==> config.mk <==
export PLATFORM = sky130hd
export DESIGN_NAME = jt12_op_sched
export DESIGN_NICKNAME = d
export VERILOG_FILES = /design/src/rtl/jt12_op_sched.sv
export SDC_FILE = /design/constraint.sdc
export NUM_CORES = 1
export LEC_CHECK = 0
export BUFFER_PORTS_ARGS = -buffer_cell sky130_fd_sc_hd__buf_4
export CORE_ASPECT_RATIO = 1.1
export CORE_UTILIZATION = 55
export CTS_CLUSTER_DIAMETER = 200
export DETAILED_ROUTE_END_ITERATION = 8
export PLACE_DENSITY = 0.74
export REMOVE_ABC_BUFFERS = 1
export SLEW_MARGIN = 20
export SYNTH_ARGS = -nofsm -noshare
export SYNTH_HDL_FRONTEND = slang
export SYNTH_SLANG_ARGS = --single-unit
export TNS_END_PERCENT = 50
==> constraint.sdc <==
create_clock -name clk -period 4.15 [get_ports clk]
set_input_delay 0.6225 -clock clk [delete_from_list [all_inputs] [get_ports clk]]
set_output_delay 0.6225 -clock clk [all_outputs]
set_load 0.02 [all_outputs]
==> src/rtl/jt12_op_sched.sv <==
// jt12_op_sched: 24-slot FM operator scheduler, algorithm decoder and per-channel alg/fb register file.
// Optional JT12_SLOT_MUTE_EN adds slot_mute[23:0] to force carrier low per slot.
module jt12_op_sched #(
  parameter int NUM_CH    = 6,
  parameter int ZERO_SLOT = 0
) (
  input  logic        clk,
  input  logic        rst_n,
  input  logic        cen,
  input  logic        cfg_we,
  input  logic [2:0]  cfg_ch,
  input  logic [2:0]  cfg_alg,
  input  logic [2:0]  cfg_fb,
`ifdef JT12_SLOT_MUTE_EN
  input  logic [23:0] slot_mute,
`endif
  output logic [4:0]  slot,
  output logic [2:0]  ch,
  output logic        s1_enters,
  output logic        s2_enters,
  output logic        s3_enters,
  output logic        s4_enters,
  output logic        zero,
  output logic        use_prevprev1,
  output logic        use_internal_x,
  output logic        use_internal_y,
  output logic        use_prev2,
  output logic        use_prev1,
  output logic [2:0]  fb_II,
  output logic        carrier
);
  localparam logic [4:0] ZS = 5'(ZERO_SLOT);
  generate
    if (NUM_CH != 6) begin : g_bad_num_ch
      $error("jt12_op_sched supports NUM_CH=6 only");
    end
  endgenerate
  typedef enum logic [1:0] {G_S1, G_S3, G_S2, G_S4} grp_t;
  grp_t       grp_d;
  logic [4:0] slot_q, slot_d;
  logic [2:0] ch_q, ch_d;
  logic [2:0] cfg_alg_q [6], cfg_alg_d [6], cfg_fb_q [6], cfg_fb_d [6];
  logic [2:0] sh_alg_q [6], sh_alg_d [6], sh_fb_q [6], sh_fb_d [6];
  logic       s1_enters_q, s1_enters_d, s2_enters_q, s2_enters_d;
  logic       s3_enters_q, s3_enters_d, s4_enters_q, s4_enters_d;
  logic       zero_q, zero_d;
  logic       use_prevprev1_q, use_prevprev1_d, use_internal_x_q, use_internal_x_d;
  logic       use_internal_y_q, use_internal_y_d, use_prev2_q, use_prev2_d;
  logic       use_prev1_q, use_prev1_d, carrier_q, carrier_d;
  logic [2:0] fb_ii_q, fb_ii_d;
  logic [2:0] alg;
  logic       car_raw;
  always_comb begin
    slot_d = (slot_q == 5'd23) ? 5'd0 : slot_q + 5'd1;
    ch_d   = (ch_q == 3'd5) ? 3'd0 : ch_q + 3'd1;
    grp_d  = slot_d < 5'd6 ? G_S1 : slot_d < 5'd12 ? G_S3 : slot_d < 5'd18 ? G_S2 : G_S4;
    cfg_alg_d = cfg_alg_q;
    cfg_fb_d  = cfg_fb_q;
    if (cfg_we && cfg_ch < 3'd6) begin
      cfg_alg_d[cfg_ch] = cfg_alg;
      cfg_fb_d[cfg_ch]  = cfg_fb;
    end
    // copy on S1 entry reads the post-write RAM so a same-cycle write lands in the shadow
    sh_alg_d = sh_alg_q;
    sh_fb_d  = sh_fb_q;
    if (grp_d == G_S1) begin
      sh_alg_d[ch_d] = cfg_alg_d[ch_d];
      sh_fb_d[ch_d]  = cfg_fb_d[ch_d];
    end
    alg         = sh_alg_d[ch_d];
    s1_enters_d = grp_d == G_S1;
    s2_enters_d = grp_d == G_S2;
    s3_enters_d = grp_d == G_S3;
    s4_enters_d = grp_d == G_S4;
    zero_d      = slot_d == ZS;
    fb_ii_d     = s1_enters_q ? sh_fb_q[ch_q] : fb_ii_q;
    use_prevprev1_d  = s1_enters_d | (s3_enters_d & alg == 3'd5);
    use_internal_x_d = 1'b0;
    use_internal_y_d = s4_enters_d & alg <= 3'd3;
    use_prev2_d      = (s3_enters_d & alg <= 3'd2) | (s2_enters_d & alg == 3'd1)
                     | (s4_enters_d & (alg == 3'd2 || alg == 3'd3));
    use_prev1_d      = s1_enters_d | (s2_enters_d & alg != 3'd2 & alg != 3'd7)
                     | (s4_enters_d & alg == 3'd5);
    car_raw          = s4_enters_d | (s2_enters_d & alg >= 3'd4) | (s3_enters_d & alg >= 3'd5)
                     | (s1_enters_d & alg == 3'd7);
`ifdef JT12_SLOT_MUTE_EN
    carrier_d = car_raw & ~slot_mute[slot_d];
`else
    carrier_d = car_raw;
`endif
  end
  always_ff @(posedge clk) begin
    if (!rst_n) begin
      slot_q           <= '0;
      ch_q             <= '0;
      cfg_alg_q        <= '{default: '0};
      cfg_fb_q         <= '{default: '0};
      sh_alg_q         <= '{default: '0};
      sh_fb_q          <= '{default: '0};
      s1_enters_q      <= 1'b1;
      s2_enters_q      <= 1'b0;
      s3_enters_q      <= 1'b0;
      s4_enters_q      <= 1'b0;
      zero_q           <= ZS == 5'd0;
      fb_ii_q          <= '0;
      use_prevprev1_q  <= 1'b1;
      use_internal_x_q <= 1'b0;
      use_internal_y_q <= 1'b0;
      use_prev2_q      <= 1'b0;
      use_prev1_q      <= 1'b1;
      carrier_q        <= 1'b0;
    end else if (cen) begin
      slot_q           <= slot_d;
      ch_q             <= ch_d;
      cfg_alg_q        <= cfg_alg_d;
      cfg_fb_q         <= cfg_fb_d;
      sh_alg_q         <= sh_alg_d;
      sh_fb_q          <= sh_fb_d;
      s1_enters_q      <= s1_enters_d;
      s2_enters_q      <= s2_enters_d;
      s3_enters_q      <= s3_enters_d;
      s4_enters_q      <= s4_enters_d;
      zero_q           <= zero_d;
      fb_ii_q          <= fb_ii_d;
      use_prevprev1_q  <= use_prevprev1_d;
      use_internal_x_q <= use_internal_x_d;
      use_internal_y_q <= use_internal_y_d;
      use_prev2_q      <= use_prev2_d;
      use_prev1_q      <= use_prev1_d;
      carrier_q        <= carrier_d;
    end
  end
  assign slot           = slot_q;
  assign ch             = ch_q;
  assign s1_enters      = s1_enters_q;
  assign s2_enters      = s2_enters_q;
  assign s3_enters      = s3_enters_q;
  assign s4_enters      = s4_enters_q;
  assign zero           = zero_q;
  assign fb_II          = fb_ii_q;
  assign use_prevprev1  = use_prevprev1_q;
  assign use_internal_x = use_internal_x_q;
  assign use_internal_y = use_internal_y_q;
  assign use_prev2      = use_prev2_q;
  assign use_prev1      = use_prev1_q;
  assign carrier        = carrier_q;
endmodule

==> flow_summary.ini <==
[status]
status = completed

[yosys]
postSynthCellCount = 579
asyncSetResetFlopFracSynth_pct = 0
yosys_most_used_dff = sky130_fd_sc_hd__dfxtp_1
synth_top_cells_by_area = sky130_fd_sc_hd__dfxtp_1 39%, sky130_fd_sc_hd__mux2i_1 11%, sky130_fd_sc_hd__nand2_1 5.9%
synth.ff_latch_count = 93
synth_area_leader_cell = sky130_fd_sc_hd__dfxtp_1
yosys.area.top_type_share_pct = 39.1
yosysUniqueCellTypes = 59
synth-warning-count = 0
syn_area_sq_um = 4760
synth-edff-count = 0
ys_seq_area_share_pct = 39.1
post_synth.cell_area_avg_sq_um = 8.23

[layout]
syn2layout_area_growth_pct = 9.66
fin_cells = 701
filler_cell_count = 783
finish.net_count = 599
seq_area_sq_um = 1860
num_antenna_cells = 0
post_route_cells_drive_above_1_share_pct = 14.2
multi_input_comb_area_sq_um = 2710

[grt]
first_pass_grt_wire_length_um = 19000
largest_net_degree_at_the_start_of_global_routing = 67
first_global_vias = 3893
antenna_violations_before_repair = 0
grt_remaining_overflow = 0
global_routing_usage_summed_across_all_routing_layers_pct = 26.3

[critical_path]
regToRegEndpoint = sh_fb_q[2]
worstSetupPathType = register to register
critical_path.reg2reg.startpoint = slot[0]
crit_arrival_ns = 3.63
cp_data_required_time_ns = 4.39
worst-r2r-cell-count = 8
timing.critical_path.from_type = register
reg2reg_setup_slack_ns = 0.76
critPathLaunch = slot[0]
worstPathMaxFanout = 14
kind_of_end_point_of_the_critical_path = register

[timing]
slew_viol_final = 0
finalWorstPathRequiredPeriod_ns = 3.39
setup-tns-final_ns = 0
grt_setup_unrepaired = false
tightest_slew_ns = 1.05
slew-limit-headroom_pct = 29.9
finalSetupViolCount = 0
finalCritPeriodShare_pct = 81.7
timing.fmax_ghz = 0.295
final.setup_skew_ns = 0.0184
finalHoldViolCount = 0

[pwr]
power.density_cell_area_nw_per_um2 = 331
power.leakage_nw = 1.84
vdd_ir_drop_max_v = 0.000203

[floorplan]
placeableCoreArea_sq_um = 8410
pin_count = 35
fp.dieArea_sq_um = 9040
overall_die_width_um = 90.7
rows = 35
initial_utilization_pct = 56.7
die-height_um = 99.6

[clock_tree]
clock_tree.htree_level_count = 3
clock_tree_from_tritoncts = built
worst_skew_pair.late_latency_ns = 0.37
clock-root-buffer = sky130_fd_sc_hd__clkbuf_8
clk_pin_slew_ns = 0.11
cts_setup_buffers = 0
cts_sinks = 93
cts.repair.resized = 0
cts_hold_bufs = 0
numCtsBuffers = 9
cts_buffer_depth = 2

[route]
drc = 0
routed_via_density = 6.06
drt_iter0_markers = 391
avgRoutedWirePerCell_um = 16.3
drt-pass1-iter-count = 6
drt_wl_total_um = 11400
drtAntennaViolNets = 0
routed_vias = 4246

[min_path]
timing.hold.worst.class = register to register
whs_path_depth = 2
hold_path.startpoint = cfg_alg_q[14]
hold_path_end = cfg_alg_q[14]

[place]
final_replace_weighted_congestion = 0.807
place_inst = 685
detailedPlacementHpwl_um = 7770
io_buffers = 33

[job]
maxCapViolations = 0
-- routing by layer --
metal / global-route usage [%] / up-vias / routed length (um) / part of all wire (%)
met5: 0 / - / 0 / 0
met4: 11.8 / 0 / 309 / 2.7
met3: 3.06 / 30 / 503 / 4.4
met2: 43.6 / 111 / 5440 / 48
met1: 34.7 / 2002 / 5180 / 45
li1: - / 2103 / - / -
-- per-stage QoR --
step                util [%]  hold WS (ns)  setup WS [ns]  instance area [sq um]  power [mW]
floorplan                  -         0.434          0.349                   4570        1.09
global placement        60.0         0.441          0.838                   5050        1.17
detailed placement      60.0         0.447          0.780                   5050        1.18
CTS                     62.1         0.455          0.786                   5230        1.74
global route            62.1         0.476          0.492                   5230        1.80
finish                  62.1         0.458          0.761                   5230        1.73
-- cell usage after synthesis, drive strengths merged, types with 2 or more instances --
master / instances
inv: 4
nor3: 8
a21oi: 55
nor4bb: 3
nand2b: 5
and2: 2
o21ai: 15
nor3b: 2
nand2: 75
dfxtp: 93
xor2: 2
buf: 12
nand4b: 3
o21bai: 4
mux2: 5
mux2i: 50
clkbuf: 35
a21o: 2
nor2: 61
a311oi: 2
o22ai: 14
a221oi: 2
mux4: 4
o311ai: 2
nor2b: 4
o221ai: 2
nand3: 46
a211oi: 35
or3: 8
and3: 3
-- worst max-delay path: stages, from the launching register on --
cell                       delay, ns
sky130_fd_sc_hd__dfxtp_1        0.51
sky130_fd_sc_hd__ha_1           0.50
sky130_fd_sc_hd__nand2_1        0.22
sky130_fd_sc_hd__o21bai_1       0.26
sky130_fd_sc_hd__nand3_1        0.41
sky130_fd_sc_hd__nand2_1        0.29
sky130_fd_sc_hd__nor2_1         0.74
sky130_fd_sc_hd__mux2i_1        0.27
sky130_fd_sc_hd__nor2_1         0.05
-- registers in the layout (all words and copies together) (netlist names), 3 cells and up --
signal	flops
cfg_alg_q	18
sh_alg_q	18
cfg_fb_q	18
sh_fb_q	18
fb_II	3
slot	5
ch	3
-- worst max path at each step --
stage | cells after the start | endpoint
4_1_cts | 8 | sh_fb_q[2]
3_5_place_dp | 8 | sh_fb_q[2]
2_1_floorplan | 8 | use_prev1
6_report | 8 | sh_fb_q[2]
3_3_place_gp | 8 | sh_fb_q[2]
5_1_grt | 8 | sh_fb_q[2]
-- report_power, final --
part | switching, mW | internal, mW
clock | 0.347 | 0.226
sequential | 0.0212 | 0.915
combinational | 0.141 | 0.0799
-- area by class of cell --
class / count / share of cell area (%)
Clock inverter: 7 / 1.05
Clock buffer: 9 / 2.37
Sequential cell: 93 / 35.6
Timing Repair Buffer: 42 / 6.03
Multi-Input combinational cell: 434 / 51.9
Inverter: 5 / 0.359
Tap cell: 111 / 2.66
-- cells by family after synthesis --
group	synth area share, %
AOI/OAI and AO/OA	19.4
xor gates and xnor gates	0.552
adders and majority gates	0.263
buffers and inverters	4.41
DFF	39.1
muxes	13.6
other	0.0787
and+or+nand+nor	22.7
-- layout by cell type (no fill, tap or decap), drive strengths merged, types with 4 or more instances in the layout --
cell,count
nand3,46
nor3,8
nand2b,5
or3,8
o21bai,4
nor2,61
o22ai,14
mux2i,50
nand2,75
mux4,4
clkbuf,9
o21ai,15
nor2b,4
buf,42
mux2,5
a211oi,35
dfxtp,93
inv,8
a21oi,55
Power figures use the tool's default switching activity.
